===== src/rtl/trans_pkg.sv =====
// trans_pkg: shared constants and types for the transaction arbiter.
//   DATA_W_DEFAULT  - default transaction word width
//   BIT_BLOCK_START - bit of the presented word that carries the block-start marker
//   TAG_W           - width of the requester index / in-flight tag
//   arb_state_e     - arbiter FSM states
package trans_pkg;

    localparam int unsigned DATA_W_DEFAULT  = 128;
    localparam int unsigned BIT_BLOCK_START = 9;
    localparam int unsigned TAG_W           = 3;

    typedef enum logic [1:0] {
        StIdle,
        StPresent,
        StBusy
    } arb_state_e;

endpackage


===== src/rtl/trans_arbiter_if.sv =====
// trans_arbiter_if: arbiter <-> validator bus.
//   val_data      - word presented to the validator
//   val_valid     - validator request, held until val_ack
//   val_ack       - validator acceptance pulse
//   val_res_valid - validator approved-transaction pulse
//   val_res_data  - approved word
// Modports: master (arbiter side), slave (validator side).
interface trans_arbiter_if
    import trans_pkg::*;
#(
    parameter int unsigned DATA_W = DATA_W_DEFAULT
) ();

    logic [DATA_W-1:0] val_data;
    logic              val_valid;
    logic              val_ack;
    logic              val_res_valid;
    logic [DATA_W-1:0] val_res_data;

    modport master (
        output val_data,
        output val_valid,
        input  val_ack,
        input  val_res_valid,
        input  val_res_data
    );

    modport slave (
        input  val_data,
        input  val_valid,
        output val_ack,
        output val_res_valid,
        output val_res_data
    );

endinterface


===== src/rtl/rr_arbiter.sv =====
// rr_arbiter: combinational round-robin grant.
//   req_i   - request vector
//   ptr_i   - index where the search starts (wraps modulo NUM_REQ)
//   grant_o - one-hot grant, zero when no request is set
module rr_arbiter
    import trans_pkg::*;
#(
    parameter int unsigned NUM_REQ = 4
) (
    input  logic [NUM_REQ-1:0] req_i,
    input  logic [TAG_W-1:0]   ptr_i,
    output logic [NUM_REQ-1:0] grant_o
);

    logic found;

    // Walk offsets from the pointer; the first requesting index wins.
    always_comb begin
        grant_o = '0;
        found   = 1'b0;
        for (int off = 0; off < int'(NUM_REQ); off++) begin
            for (int i = 0; i < int'(NUM_REQ); i++) begin
                if (!found && req_i[i] && ((int'(ptr_i) + off) % int'(NUM_REQ)) == i) begin
                    grant_o[i] = 1'b1;
                    found      = 1'b1;
                end
            end
        end
    end

endmodule


===== src/rtl/trans_arbiter.sv =====
// trans_arbiter: round-robin arbiter feeding one validator with transaction words.
//   clk, rst_n      - clock, synchronous active-low reset
//   req_valid_i     - per-requester valid
//   req_data_i      - per-requester word, requester i at slice i
//   req_ready_o     - one-hot capture strobe (IDLE only)
//   blk_start_i     - marks the next presented word as a block start
//   val_bus         - validator bus (master modport)
//   res_valid_o     - approved-result pulse, res_data_o / res_id_o alongside
//   grant_cnt_o     - per-requester transfer counters (16 bits each)
//   accept_cnt_o    - approved-result counter
// Counters are built only with TRANS_ARB_STATS_EN defined; otherwise tied to zero.
module trans_arbiter
    import trans_pkg::*;
#(
    parameter int unsigned NUM_REQ = 4,
    parameter int unsigned DATA_W  = DATA_W_DEFAULT
) (
    input  logic                      clk,
    input  logic                      rst_n,
    input  logic [NUM_REQ-1:0]        req_valid_i,
    input  logic [NUM_REQ*DATA_W-1:0] req_data_i,
    output logic [NUM_REQ-1:0]        req_ready_o,
    input  logic                      blk_start_i,
    trans_arbiter_if.master           val_bus,
    output logic                      res_valid_o,
    output logic [DATA_W-1:0]         res_data_o,
    output logic [TAG_W-1:0]          res_id_o,
    output logic [NUM_REQ*16-1:0]     grant_cnt_o,
    output logic [15:0]               accept_cnt_o
);

    arb_state_e        state_q;
    logic [TAG_W-1:0]  ptr_q;
    logic [TAG_W-1:0]  tag_q;
    logic              blk_pend_q;
    logic              val_valid_q;
    logic [DATA_W-1:0] val_data_q;
    logic              res_valid_q;
    logic [DATA_W-1:0] res_data_q;
    logic [TAG_W-1:0]  res_id_q;

    logic [NUM_REQ-1:0] grant;
    logic [TAG_W-1:0]   gnt_idx;
    logic [DATA_W-1:0]  sel_word;
    logic               transfer;
    logic               ack;

    rr_arbiter #(
        .NUM_REQ (NUM_REQ)
    ) u_rr (
        .req_i   (req_valid_i),
        .ptr_i   (ptr_q),
        .grant_o (grant)
    );

    always_comb begin
        gnt_idx  = '0;
        sel_word = '0;
        for (int i = 0; i < int'(NUM_REQ); i++) begin
            if (grant[i]) begin
                gnt_idx  = TAG_W'(i);
                sel_word = req_data_i[i*DATA_W +: DATA_W];
            end
        end
        sel_word[BIT_BLOCK_START] = blk_pend_q;
    end

    // Gated by rst_n so the strobe is low during the reset cycle.
    assign req_ready_o = (rst_n && state_q == StIdle) ? grant : '0;
    assign transfer    = |(req_valid_i & req_ready_o);
    assign ack         = (state_q == StPresent) && val_bus.val_ack;

    always_ff @(posedge clk) begin
        if (!rst_n) begin
            state_q     <= StIdle;
            ptr_q       <= '0;
            tag_q       <= '0;
            blk_pend_q  <= 1'b1;
            val_valid_q <= 1'b0;
            val_data_q  <= '0;
            res_valid_q <= 1'b0;
            res_data_q  <= '0;
            res_id_q    <= '0;
        end else begin
            // Set wins over clear so a block start coinciding with ack is kept.
            if (blk_start_i) begin
                blk_pend_q <= 1'b1;
            end else if (ack) begin
                blk_pend_q <= 1'b0;
            end

            res_valid_q <= val_bus.val_res_valid;
            if (val_bus.val_res_valid) begin
                res_data_q <= val_bus.val_res_data;
                res_id_q   <= tag_q;
            end

            unique case (state_q)
                StIdle: begin
                    if (transfer) begin
                        val_data_q  <= sel_word;
                        tag_q       <= gnt_idx;
                        ptr_q       <= (gnt_idx == TAG_W'(NUM_REQ - 1)) ? '0
                                                                        : gnt_idx + TAG_W'(1);
                        val_valid_q <= 1'b1;
                        state_q     <= StPresent;
                    end
                end
                StPresent: begin
                    if (val_bus.val_ack) begin
                        val_valid_q <= 1'b0;
                        state_q     <= StBusy;
                    end
                end
                StBusy: begin
                    state_q <= StIdle;
                end
                default: begin
                    state_q <= StIdle;
                end
            endcase
        end
    end

    assign val_bus.val_valid = val_valid_q;
    assign val_bus.val_data  = val_data_q;
    assign res_valid_o       = res_valid_q;
    assign res_data_o        = res_data_q;
    assign res_id_o          = res_id_q;

`ifdef TRANS_ARB_STATS_EN
    logic [15:0] grant_cnt_q [NUM_REQ];
    logic [15:0] accept_cnt_q;

    always_ff @(posedge clk) begin
        if (!rst_n) begin
            for (int i = 0; i < int'(NUM_REQ); i++) begin
                grant_cnt_q[i] <= '0;
            end
            accept_cnt_q <= '0;
        end else begin
            for (int i = 0; i < int'(NUM_REQ); i++) begin
                if (transfer && req_ready_o[i] && grant_cnt_q[i] != 16'hFFFF) begin
                    grant_cnt_q[i] <= grant_cnt_q[i] + 16'd1;
                end
            end
            if (val_bus.val_res_valid && accept_cnt_q != 16'hFFFF) begin
                accept_cnt_q <= accept_cnt_q + 16'd1;
            end
        end
    end

    for (genvar g = 0; g < NUM_REQ; g++) begin : g_cnt
        assign grant_cnt_o[g*16 +: 16] = grant_cnt_q[g];
    end
    assign accept_cnt_o = accept_cnt_q;
`else
    assign grant_cnt_o  = '0;
    assign accept_cnt_o = '0;
`endif

endmodule


===== src/flat_wrapper.sv =====
// flat-port wrapper written by rule: the top's interface ports become plain ports
module trans_arbiter_flat import trans_pkg::*;
#(
    parameter int unsigned NUM_REQ = 4,
    parameter int unsigned DATA_W  = DATA_W_DEFAULT
)
  (clk, rst_n, req_valid_i, req_data_i, req_ready_o, blk_start_i, res_valid_o, res_data_o, res_id_o, grant_cnt_o, accept_cnt_o, val_bus_val_data, val_bus_val_valid, val_bus_val_ack, val_bus_val_res_valid, val_bus_val_res_data);
  trans_arbiter_if #(.DATA_W(DATA_W)) val_bus_i ();
  input  logic clk;
  input  logic rst_n;
  input  logic [NUM_REQ-1:0] req_valid_i;
  input  logic [NUM_REQ*DATA_W-1:0] req_data_i;
  output logic [NUM_REQ-1:0] req_ready_o;
  input  logic blk_start_i;
  output logic res_valid_o;
  output logic [DATA_W-1:0] res_data_o;
  output logic [TAG_W-1:0] res_id_o;
  output logic [NUM_REQ*16-1:0] grant_cnt_o;
  output logic [15:0] accept_cnt_o;
  output wire logic [$bits(val_bus_i.val_data)-1:0] val_bus_val_data;
  output wire logic [$bits(val_bus_i.val_valid)-1:0] val_bus_val_valid;
  input wire logic [$bits(val_bus_i.val_ack)-1:0] val_bus_val_ack;
  input wire logic [$bits(val_bus_i.val_res_valid)-1:0] val_bus_val_res_valid;
  input wire logic [$bits(val_bus_i.val_res_data)-1:0] val_bus_val_res_data;
  assign val_bus_val_data = val_bus_i.val_data;
  assign val_bus_val_valid = val_bus_i.val_valid;
  assign val_bus_i.val_ack = val_bus_val_ack;
  assign val_bus_i.val_res_valid = val_bus_val_res_valid;
  assign val_bus_i.val_res_data = val_bus_val_res_data;
  trans_arbiter #(.NUM_REQ(NUM_REQ), .DATA_W(DATA_W)) u_core (.clk(clk), .rst_n(rst_n), .req_valid_i(req_valid_i), .req_data_i(req_data_i), .req_ready_o(req_ready_o), .blk_start_i(blk_start_i), .val_bus(val_bus_i), .res_valid_o(res_valid_o), .res_data_o(res_data_o), .res_id_o(res_id_o), .grant_cnt_o(grant_cnt_o), .accept_cnt_o(accept_cnt_o));
endmodule

===== config.mk =====
export PLATFORM = sky130hd
export DESIGN_NAME = trans_arbiter_flat
export DESIGN_NICKNAME = d
export VERILOG_FILES = /design/src/rtl/trans_pkg.sv /design/src/rtl/trans_arbiter_if.sv /design/src/rtl/rr_arbiter.sv /design/src/rtl/trans_arbiter.sv /design/src/flat_wrapper.sv
export SDC_FILE = /design/constraint.sdc
export NUM_CORES = 1
export LEC_CHECK = 0
export CAP_MARGIN = 20
export CELL_PAD_IN_SITES_DETAIL_PLACEMENT = 0
export CELL_PAD_IN_SITES_GLOBAL_PLACEMENT = 1
export CORE_AREA = 2 2 391 393
export CTS_BUF_LIST = sky130_fd_sc_hd__clkbuf_8 sky130_fd_sc_hd__clkbuf_16
export DETAILED_ROUTE_END_ITERATION = 7
export DIE_AREA = 0 0 393 395
export MAX_ROUTING_LAYER = met4
export PLACE_DENSITY_LB_ADDON = 0.1
export SYNTH_ARGS = -nofsm -noshare
export SYNTH_HDL_FRONTEND = slang
export SYNTH_SLANG_ARGS = --single-unit
export TNS_END_PERCENT = 30

===== constraint.sdc =====
create_clock -name clk -period 6.2 [get_ports clk]
set_input_delay 1.55 -clock clk [delete_from_list [all_inputs] [get_ports clk]]
set_output_delay 1.55 -clock clk [all_outputs]
set_load 0.005 [all_outputs]

**Word level (Yosys, flattened, before mapping)**

Index checks and enable logic that the tools add are counted.

- Register bits after elaboration: 269
- Logic and storage cells: 141

- $add $sub $neg: 4
- Eq/ne operators: 16
- Muxes and demuxes: 45
- Bitwise gates (word level): 5
- Reductions and logical operators: 62

Operators with widths:

| operator | count |
|---|---|
| 2-to-1 mux 128 bit | 4 |
| logical NOT 32 bit | 4 |
| logical AND 1 bit | 33 |
| 2-to-1 mux 1 bit | 33 |
| == test 3 bit, second input constant | 6 |
| logical NOT 1 bit | 15 |
| 2-to-1 mux 2 bit | 5 |
| == test 3 x 2 -> 1 bit, second input constant | 3 |
| OR reduction 2 bit | 4 |
| == test 2 bit, second input constant | 3 |
| adder 2 x 1 -> 2 bit, second input constant | 2 |
| adder 2 bit, second input constant | 2 |
| bitwise AND 4 bit | 1 |
| == test 2 x 1 -> 1 bit, second input constant | 2 |
| 2-to-1 mux 4 bit | 1 |
| case mux 2 bit (2 select lines) | 1 |
| AND reduction 2 bit | 2 |
| OR reduction 4 bit | 1 |
| bitwise AND 1 bit, first input constant | 3 |
| AND reduction 3 bit | 1 |
| logical NOT 2 bit | 1 |
| inequality test 2 x 1 -> 1 bit, second input constant | 1 |
| inequality test 2 bit, second input constant | 1 |
| case mux 1 bit (2 select lines) | 1 |
| 2 further kinds | 2 |

**Logic depth before layout (Yosys ltp)**

- Depth after elaboration: 68
- Depth in mapped cells: 9
- Gate-level depth less buffers: 5

**Modules after synthesis**

Synthesis repeated with hierarchy kept, for this count alone.

- Cells, all modules: 1890
- Area total of the unflattened synthesis: 16056.6 um^2

Modules (own cells, without submodules):

| module | instances | cells each | area each (um^2) | seq. area each (um^2) |
|---|---|---|---|---|
| trans_arbiter | 1 | 1874 | 15955.3 | 5345.1 |
| rr_arbiter | 1 | 16 | 101.3 | 0.0 |

**Worst setup path after synthesis**

OpenSTA, ideal clock, no wires.

- Path type: input to output
- Start: input req_valid_i[0]
- End: output req_ready_o[2]
- Data arrival time: 2.665 ns
- Required time: 4.650 ns
- Setup slack: 1.985 ns
- Stages: 6
- Cell sequence: nor3_1 > a221oi_1 > nor2_1 > clkbuf_1 > clkbuf_1 > nor2b_1

- Longest elaborated chain between the ends: 59

Ends and longest elaborated chain:

| item | RTL line | RTL |
|---|---|---|
| start: declaration | flat_wrapper.sv:11 | `input logic [NUM_REQ-1:0] req_valid_i;` |
| logical AND 1 bit | rr_arbiter.sv:23 | `if (!found && req_i[i] && ((int'(ptr_i) + off) % int'(NUM_REQ)) == i) begin` |
| 2-to-1 mux 1 bit | rr_arbiter.sv:23 |  |
| logical NOT 1 bit | rr_arbiter.sv:23 |  |
| logical AND 1 bit (2 in a row) | rr_arbiter.sv:23 |  |
| 2-to-1 mux 1 bit | rr_arbiter.sv:23 |  |
| logical NOT 1 bit | rr_arbiter.sv:23 |  |
| logical AND 1 bit (2 in a row) | rr_arbiter.sv:23 |  |
| 2-to-1 mux 1 bit | rr_arbiter.sv:23 |  |
| [39 not listed] | -- |  |
| 2-to-1 mux 1 bit | rr_arbiter.sv:23 |  |
| logical NOT 1 bit | rr_arbiter.sv:23 |  |
| logical AND 1 bit (2 in a row) | rr_arbiter.sv:23 |  |
| 2-to-1 mux 1 bit | rr_arbiter.sv:23 |  |
| logical NOT 1 bit | rr_arbiter.sv:23 |  |
| logical AND 1 bit (2 in a row) | rr_arbiter.sv:23 |  |
| 2-to-1 mux 1 bit (*) | rr_arbiter.sv:23 |  |
| 2-to-1 mux 4 bit (*) | trans_arbiter.sv:69 | `assign req_ready_o = (rst_n && state_q == StIdle) ? grant : '0;` |
| end: declaration | flat_wrapper.sv:13 | `output logic [NUM_REQ-1:0] req_ready_o;` |

Mark *: on every way between the ends. The rest lies on a longest branch, timed or not.

**Worst setup path after layout**

- Start: input rst_n
- End: output req_ready_o[2]

- Longest elaborated chain between the ends: 2

Ends and longest elaborated chain:

| item | RTL line | RTL |
|---|---|---|
| start: declaration | flat_wrapper.sv:10 | `input logic rst_n;` |
| logical AND 1 bit | trans_arbiter.sv:69 |  |
| 2-to-1 mux 4 bit | trans_arbiter.sv:69 |  |

No other way between the ends.

==> results.md <==
- Status: finished with violations
- Violations in the final reports: design-rule violations
- Synth warnings: 0
- Relative slew slack: 12.30%
- Design Power: 5.891 mW
- Fin crit share: 82.64%
- CP required: 4.65 ns
- Leak: 8.791 nW
- Hold Fails Final Rpt: 0
- R2R Setup Slk: 3.40 ns
- CTS buffer count: 42
- Worst Tran Pin Value: 1.315 ns
- Post-CTS Setup Bufs: 0
- Die area: 155200 um2
- Min Tclk post-route: 5.123 ns
- Arrival time at the worst endpoint: 3.57 ns
- CTS root buffer: clkbuf_16
- Crit Path Category: in -> out
- Core area: 151200 um2
- CTS tree: done
- Die Height: 395 um
- All-layer global routing usage: 11.93%
- Setup TNS: 0 ns
- Detail Placement HPWL: 72050 um
- Library cells used by synthesis: 39
- First-pass GRT wire length: 126000 um
- Cell row count: 143
- # fillers: 17010
- Setup Skew: 0.04591 ns
- Die W: 393 um
- Fmax: 195.2 MHz
- Worst skew pair latency: 0.63 ns
- PostCTS Resize Cnt: 0
- Share of cells above drive strength 1: 4.556%
- Residual DRC count: 8
- Multi-input gate area: 6232 um2
- Most common cell after layout, fill and taps aside: clkdlybuf4s50_1
- Leading cell types in the layout, fill and taps excluded: clkdlybuf4s50_1 (906), dfxtp_1 (267), a21oi_1 (174)
- Critical path capture point type: output pin
- Final wirelength: 94580 um
- Crit path max fanout: 69
- Number of global-route vias before repair: 14720
- Largest net degree at the start of global routing: 132
- R2r startpoint: u_core.ptr_q[1]
- VDD IR max: 0.0001827 V
- Antenna-violating nets left: 0
- Syn Area/Cell: 9.202 um2
- Hold Buf Count CTS: 0
- Seq. cell area: 5345 um2
- Area growth, synth to finish: 100.2%
- Port Buffer Count: 908
- Sequential cell area fraction in the yosys report: 43.00%
- DR WL/cell: 22.12 um
- Mapped Area: 12430 um2
- Cells on Worst Hold Path: 2
- Final setup viols: 0
- Antenna violations before repair: 33
- RSZ-0062 raised after global routing: no
- Hold Path End: u_core.val_bus.val_data[121]
- GRT Residual Overflow: 0
- Total clock sinks: 267
- RePlAce Congestion: 0.7691
- Reg-to-Reg End: u_core.val_bus.val_data[104]
- Cells after Synth: 1351
- Hold WC Path Type: reg -> reg
- Vias/cell: 3.306
- Yosys reg bits: 267
- Via count: 14140
- Starting density of the core: 8.223%
- H-tree Lvls: 2
- Drt pass-1 iters: 8
- # nets final: 2834
- Register clock-pin slew on the reported worst setup and hold paths: 0.05 ns
- Maxcap violations: 0
- Final Max Slew Viols: 0
- R2R cell count: 6
- Pwr/cell area: 236.8 nW/um2
- CP Launch Type: input port
- DR iter-0 viols: 838
- HP Start: u_core.val_bus.val_data[121]
- Max clock buf depth: 3
- I/O pins: 994
[Yosys cell counts (all sizes together)]
library cell	count	area (um2)
dfxtp	267	5345
nor3	3	15.01
o22ai	2	12.51
inv	3	11.26
nand3	1	5.000
nor4	1	12.51
o221a	1	11.26
nor2	12	47.55
o211ai	1	7.510
a221oi	42	367.9
a21oi	175	879.6
o211a	2	20.02
nand2b	3	18.77
o2bb2ai	41	359.1
nor2b	132	825.8
and2	3	21.27
or3b	1	8.760
and3	1	6.260
o21ai	172	860.8
mux2i	130	1301
nand3b	1	7.510
a21boi	2	15.02
buf	125	854.6
nand2	47	176.4
conb	1	3.750
mux2	1	11.26
nor3b	1	7.510
a222oi	86	860.8
clkbuf	92	345.3
or2	2	12.52
[cell type report]
class,instances,area share [%]
clock inverters,27,0.9604
diodes,29,0.2916
clock buffers,49,4.611
flip-flops and latches,267,21.48
inverters,3,0.04525
repair buffers,927,37.36
multi-input cells,944,25.05
well taps,2030,10.21
[power breakdown]
part	leakage [nW]	internal, mW	switching (mW)
combinational	5.86	0.815	0.681
sequential	2.20	1.86	0.0813
clock	0.728	1.41	1.04
[per-layer routing]
| metal | track usage, % | share of wire, % |
|---|---|---|
| met5 | - | 0 |
| met4 | 2.477 | 1.7 |
| met3 | 4.077 | 8.4 |
| met2 | 21.10 | 51 |
| met1 | 12.81 | 39 |
[stage by stage]
step / hold slack [ns] / std cells / instance area (um2) / worst slack (ns) / utilization (%)
after global routing: 0.4631 / 4271 / 24870 / 0.9621 / 16.45
after floorplan: 0.4335 / 1431 / 12730 / 1.985 / -
after global placement: 0.4413 / 4171 / 23430 / 0.9835 / 15.49
after CTS: 0.4531 / 4247 / 24810 / 0.9693 / 16.41
final: 0.4464 / 4276 / 24880 / 1.077 / 16.46
after detailed placement: 0.4437 / 4171 / 23430 / 0.9672 / 15.49
[how the worst max path moves through the flow]
stage,startpoint,end,cells after the start
6_report,rst_n,req_ready_o[2],4
2_1_floorplan,req_valid_i[0],req_ready_o[2],6
5_1_grt,rst_n,req_ready_o[2],4
3_3_place_gp,rst_n,req_ready_o[2],4
4_1_cts,rst_n,req_ready_o[2],4
3_5_place_dp,rst_n,req_ready_o[2],4
[flip-flops by register name, indices dropped and copies added (netlist names)]
register and cells:
u_core.val_bus.val_data 128, u_core.res_data_o 128, u_core.blk_pend_q 1, u_core.state_q 2, u_core.tag_q 2, u_core.res_id_o 2
u_core.res_valid_o 1, u_core.val_bus.val_valid 1, u_core.ptr_q 2
[logic make-up (layout without fill, tap and decap cells)]
group | Yosys count | in the layout | share of synthesized area [%]
other | 1 | 110 | 0.03016
buffers and inverters | 220 | 1006 | 9.742
AO/OA/AOI/OAI | 524 | 524 | 27.30
AND/OR/NAND/NOR | 208 | 208 | 9.370
flip-flops | 267 | 267 | 43.00
multiplexers | 131 | 131 | 10.56
[critical path, stage by stage]
cell             delay, ns
buf_6                 0.39
or3b_1                0.61
nor2b_1               0.31
clkdlybuf4s50_1       0.63
Note: power is estimated with default switching activity, not from simulation.
